<file path="src/rtl/pipelined_barrel_shifter.sv">
// Pipelined barrel shifter: SLL / SRL / SRA / ROL decomposed into NUM_STAGE
// power-of-two stages, each registered, with bubble-collapsing valid/ready
// flow control and zero / sticky result flags.
module pipelined_barrel_shifter #(
   parameter int NUM_STAGE   = 4,
   parameter bit SRA_FILL_EN = 1'b1,
   localparam int DATA_W     = 2 ** NUM_STAGE
) (
   input  logic                 clk,
   input  logic                 rst_n,
   input  logic                 in_valid,
   output logic                 in_ready,
   input  logic [DATA_W-1:0]    in_data,
   input  logic [NUM_STAGE-1:0] in_shamt,
   input  logic [1:0]           in_dir,
   output logic                 out_valid,
   input  logic                 out_ready,
   output logic [DATA_W-1:0]    out_data,
   output logic                 out_zero,
   output logic                 out_sticky
);

   localparam logic [1:0] DIR_SLL = 2'b00;
   localparam logic [1:0] DIR_SRL = 2'b01;
   localparam logic [1:0] DIR_SRA = 2'b10;

   typedef struct packed {
      logic              sticky;
      logic [DATA_W-1:0] data;
   } stage_res_t;

   // One stage of the shifter: shift by sh when en is set, accumulating the
   // OR of every 1-bit that falls off the word into sticky.
   function automatic stage_res_t stage_op(
      input logic [DATA_W-1:0] d,
      input logic              stk,
      input logic              en,
      input logic [1:0]        dir,
      input int unsigned       sh
   );
      stage_res_t               r;
      logic signed [DATA_W-1:0] sd;
      logic [DATA_W-1:0]        lo_mask;
      logic [DATA_W-1:0]        hi_mask;
      r.data   = d;
      r.sticky = stk;
      sd       = d;
      lo_mask  = ~({DATA_W{1'b1}} << sh);
      hi_mask  = ~({DATA_W{1'b1}} >> sh);
      if (en) begin
         case (dir)
            DIR_SLL: begin
               r.data   = d << sh;
               r.sticky = stk | (|(d & hi_mask));
            end
            DIR_SRL: begin
               r.data   = d >> sh;
               r.sticky = stk | (|(d & lo_mask));
            end
            DIR_SRA: begin
               if (SRA_FILL_EN) begin
                  r.data = sd >>> sh;
               end else begin
                  r.data = d >> sh;
               end
               r.sticky = stk | (|(d & lo_mask));
            end
            default: begin
               // rotate: nothing is lost, sticky is carried unchanged
               r.data = (d << sh) | (d >> (DATA_W - sh));
            end
         endcase
      end
      return r;
   endfunction

   logic [NUM_STAGE-1:0] vld_q, vld_d;
   logic [NUM_STAGE-1:0] stk_q, stk_d;
   logic [DATA_W-1:0]    data_q [NUM_STAGE];
   logic [DATA_W-1:0]    data_d [NUM_STAGE];
   logic [NUM_STAGE-1:0] amt_q  [NUM_STAGE];
   logic [NUM_STAGE-1:0] amt_d  [NUM_STAGE];
   logic [1:0]           dir_q  [NUM_STAGE];
   logic [1:0]           dir_d  [NUM_STAGE];
   logic                 zero_q, zero_d;

   logic [NUM_STAGE-1:0] load;
   logic [NUM_STAGE-1:0] src_vld;
   logic [NUM_STAGE-1:0] src_stk;
   logic [DATA_W-1:0]    src_data [NUM_STAGE];
   logic [NUM_STAGE-1:0] src_amt  [NUM_STAGE];
   logic [1:0]           src_dir  [NUM_STAGE];
   stage_res_t           res      [NUM_STAGE];

   // Stage i may load when the output drains or any slot from i onward is
   // empty, so bubbles collapse even while the output is stalled.
   always_comb begin
      for (int i = 0; i < NUM_STAGE; i++) begin
         load[i] = out_ready;
         for (int j = i; j < NUM_STAGE; j++) begin
            if (!vld_q[j]) begin
               load[i] = 1'b1;
            end
         end
      end
   end

   assign in_ready = load[0];

   // Per-stage shift and next-state selection; payload only moves with a valid.
   always_comb begin
      src_vld[0]  = in_valid;
      src_data[0] = in_data;
      src_amt[0]  = in_shamt;
      src_dir[0]  = in_dir;
      src_stk[0]  = 1'b0;
      for (int i = 1; i < NUM_STAGE; i++) begin
         src_vld[i]  = vld_q[i-1];
         src_data[i] = data_q[i-1];
         src_amt[i]  = amt_q[i-1];
         src_dir[i]  = dir_q[i-1];
         src_stk[i]  = stk_q[i-1];
      end
      for (int i = 0; i < NUM_STAGE; i++) begin
         res[i] = stage_op(src_data[i], src_stk[i], src_amt[i][i], src_dir[i],
                           32'd1 << i);
         vld_d[i]  = vld_q[i];
         data_d[i] = data_q[i];
         stk_d[i]  = stk_q[i];
         amt_d[i]  = amt_q[i];
         dir_d[i]  = dir_q[i];
         if (load[i]) begin
            vld_d[i] = src_vld[i];
            if (src_vld[i]) begin
               data_d[i] = res[i].data;
               stk_d[i]  = res[i].sticky;
               amt_d[i]  = src_amt[i];
               dir_d[i]  = src_dir[i];
            end
         end
      end
      // zero flag comes straight from the last stage's shifted value
      zero_d = zero_q;
      if (load[NUM_STAGE-1] && src_vld[NUM_STAGE-1]) begin
         zero_d = (res[NUM_STAGE-1].data == '0);
      end
   end

   // Stage registers; reset clears every slot so in-flight work is dropped.
   always_ff @(posedge clk or negedge rst_n) begin
      if (!rst_n) begin
         vld_q  <= '0;
         stk_q  <= '0;
         zero_q <= 1'b0;
         for (int i = 0; i < NUM_STAGE; i++) begin
            data_q[i] <= '0;
            amt_q[i]  <= '0;
            dir_q[i]  <= '0;
         end
      end else begin
         vld_q  <= vld_d;
         stk_q  <= stk_d;
         zero_q <= zero_d;
         for (int i = 0; i < NUM_STAGE; i++) begin
            data_q[i] <= data_d[i];
            amt_q[i]  <= amt_d[i];
            dir_q[i]  <= dir_d[i];
         end
      end
   end

   assign out_valid  = vld_q[NUM_STAGE-1];
   assign out_data   = data_q[NUM_STAGE-1];
   assign out_sticky = stk_q[NUM_STAGE-1];
   assign out_zero   = zero_q;

endmodule

</file>
<file path="config.mk">
export PLATFORM = sky130hd
export DESIGN_NAME = pipelined_barrel_shifter
export DESIGN_NICKNAME = d
export VERILOG_FILES = /design/src/rtl/pipelined_barrel_shifter.sv
export SDC_FILE = /design/constraint.sdc
export NUM_CORES = 1
export LEC_CHECK = 0
export CAP_MARGIN = 20
export CORE_UTILIZATION = 62
export DETAILED_ROUTE_END_ITERATION = 8
export GPL_TIMING_DRIVEN = 1
export PLACE_DENSITY = 0.86
export SLEW_MARGIN = 20
export SYNTH_ARGS = -nofsm -noshare
export SYNTH_HDL_FRONTEND = slang
export SYNTH_SLANG_ARGS = --single-unit
export TNS_END_PERCENT = 20
</file>
<file path="constraint.sdc">
create_clock -name clk -period 2.97 [get_ports clk]
set_input_delay 0.297 -clock clk [delete_from_list [all_inputs] [get_ports clk]]
set_output_delay 0.297 -clock clk [all_outputs]
set_load 0.02 [all_outputs]
</file>
==> run_results.csv <==
group,metric,value,unit
worst_setup_path,reg2regPathDepth,6,
global_route,antenna_found_initial,0,
timing,setup_viol,0,
synth,ys_types,46,
floorplanning,chipHeight,89.5,µm
drt,dr_total_vias,3920,
placed_design,io_buffers,45,
hold_path,hold_class,"in2async",
floorplanning,start_util,64.8,%
floorplanning,boundaryPins,46,
synth,synth_cells,508,
synth,ys.flop_type,"dfrtp_1",
placed_design,placed_area,5110,µm²
floorplanning,die_area,8010,µm²
synth,synthesis.nets,550,
floorplanning,die_w,89.5,µm
drt,drtAntennaViolNets,0,
layout,areaGrowthSynthToFinish,11.4,%
layout,antennaDiodeCount,0,
clock_tree,numCtsBuffers,9,
global_route,gr-total-overflow,0,
synth,yosysWarningCount,0,
timing,finClkSkew,0.00753,ns
power_and_ir_drop,peakVddDrop,0.305,mV
floorplanning,coreArea,7330,µm²
synth,synth.ff_latch_count,85,
timing,hold_viol,20,
timing,timing.fmax,460,MHz
global_route,grt_max_degree,86,
run_status,status,"complete, but fails checks",
worst_setup_path,regToRegSetupSlack,0.91,ns
clock_tree,insertion_delay,0.35,ns
clock_tree,clk_pin_slew,0.09,ns
timing,relSlewSlack,38.9,%
placed_design,dp_hpwl,7400,µm
floorplanning,rows,31,
global_route,grt-busiest-layer,"met2",
clock_tree,cts_resized,0,
power_and_ir_drop,p_leak,2.38,nW
global_route,grt_util_met1,31.4,%
clock_tree,cts_root_buf,"clkbuf_8",
worst_setup_path,critPathRequiredTime,2.67,ns
global_route,grt_use_met2,50.9,%
worst_setup_path,reg2reg_from,"dir_q[2]",
clock_tree,cts_max_level,3,
worst_setup_path,cp-start-kind,"primary input",
timing,fin_setup_tns,0,ns
clock_tree,cts_hold_buf,0,
layout,fin_util,72.2,%
synth,async_flop_share,100,%
power_and_ir_drop,power_density,841,nW/µm²
timing,fin_crit,2.17,ns
synth,synth.avg_cell_area,9.35,µm²
worst_setup_path,worstSetupPathType,"in2out",
clock_tree,post-cts-setup-buffers,0,
synth,synth-edff-count,0,
layout,layout-drive-gt1-share,7.28,%
drt,route.detailed.drc,0,
timing,fin_hold_ws,-0.0201,ns
timing,rsz0062_at_grt,"no",
global_route,grt_pass1_vias,3560,
drt,finalWirelength,10200,µm
drt,drt-pass1-iter-count,5,
worst_setup_path,cp.arrival,1.88,ns
run,max_cap_violations,0,
worst_setup_path,cp-end-kind,"primary output",
clock_tree,clk_path_buf_depth,2,
drt,drt-initial-drc-count,311,
placed_design,place_congestion,0.923,
worst_setup_path,cp_max_fo,4,
run_status,violations,"negative hold slack",
worst_setup_path,worstReg2RegEnd,"out_zero",
clock_tree,cts_tree,"yes",
timing,drv_slew,0,
timing,period_share,73.2,%
layout,design_area,5290,µm²
drt,via_per_inst,6.31,
drt,wl_per_cell,16.5,µm
layout,layout_common_cells,"dfrtp_1, nor2_1, nand2_1, clkdlybuf4s50_1, a211oi_1",
layout,fin_nets,559,
global_route,grt_usage,27.4,%
global_route,grt_pass1_wl,16600,µm
clock_tree,numClockSinks,85,
global_route,grtUsageMet3,3.42,%
timing,max_slew.worst_pin.slew,0.916,ns
layout,final_common_cell,"dfrtp_1",
synth,syn_area,4750,µm²
synth,ys_seq_area_share,44.8,%
[cell type report]
type | count | area (µm²)
Inverter | 18 | 67.6
Timing Repair Buffer | 54 | 519
Tap cell | 99 | 124
Clock inverter | 6 | 46.3
Sequential cell | 85 | 2130
Clock buffer | 10 | 128
Multi-Input combinational cell | 349 | 2280
Fill cell | 552 | 2040
[metrics by stage]
stage / total power, mW / instances / worst slack (ns) / hold WS, ns
2_1_floorplan: 3.23 / 508 / 1.14 / 0.00141
3_3_place_gp: 3.62 / 605 / 0.845 / 0.461
3_5_place_dp: 3.71 / 605 / 0.794 / 0.466
4_1_cts: 4.44 / 621 / 0.791 / 0.156
5_1_grt: 4.74 / 621 / 0.691 / 0.0540
6_report: 4.45 / 621 / 0.796 / -0.0201
[worst max-delay path by stage]
stage	start	to	slack, ns	cells after the start
3_3_place_gp	out_ready	in_ready	0.84	4
6_report	out_ready	in_ready	0.80	4
3_5_place_dp	in_dir[0]	data_q[54]	0.79	6
4_1_cts	vld_q[2]	in_ready	0.79	3
2_1_floorplan	dir_q[2]	out_zero	1.14	6
5_1_grt	vld_q[2]	in_ready	0.69	3
[routing by layer]
metal | share of wire, % | wire length, µm
met5 | 0 | 0
met4 | 2.8 | 284
met3 | 3.8 | 390
met2 | 53 | 5410
met1 | 41 | 4150
[logic make-up (layout without fill, tap and decap cells)]
kind of cell	count (synthesis)	after routing	synth area share, %
compound gates	195	195	30.0
fa+ha+maj	16	16	4.22
buf+inv	74	88	7.35
flops	85	85	44.8
mux	7	7	1.63
simple gates	131	131	12.0
[power breakdown]
group	internal [mW]	switching, mW	leakage, nW
Sequential	1.53	0.484	1.05
Clock	0.310	0.429	0.0833
Combinational	0.799	0.904	1.24
Total	2.64	1.82	2.38
[cell usage after synthesis (2+ instances only)]
cell type,count,area (µm²)
nor3_1,3,15.0
nand2_1,48,180
inv_1,18,67.6
a22o_1,2,17.5
buf_4,16,120
ha_1,16,200
nor4_1,4,25.0
a31oi_1,3,18.8
o21ai_1,2,10.0
a211oi_1,36,270
o21ai_0,25,125
nand4_1,2,12.5
mux2_2,6,67.6
nand2b_1,2,12.5
a32oi_1,4,35.0
a221oi_1,15,131
dfrtp_1,85,2130
clkbuf_1,31,116
o21ba_2,2,20.0
nor2_1,58,218
nand4b_1,2,17.5
a22oi_1,34,255
and3b_1,2,17.5
o31ai_1,22,165
a21oi_1,7,35.0
or2_1,4,25.0
a21o_1,32,240
buf_2,9,45.0
[state kept, by name (all words and copies together), names as in the netlist]
name      cells
dir_q         6
out_zero      1
data_q       48
amt_q         6
stk_q         4
out_data     16
vld_q         4
[critical path, cell delays in order]
cell             delay [ns]
clkdlybuf4s50_1        0.41
nand4b_1               0.27
or2_2                  0.35
clkdlybuf4s50_1        0.55
(Power assumes the default switching activity.)
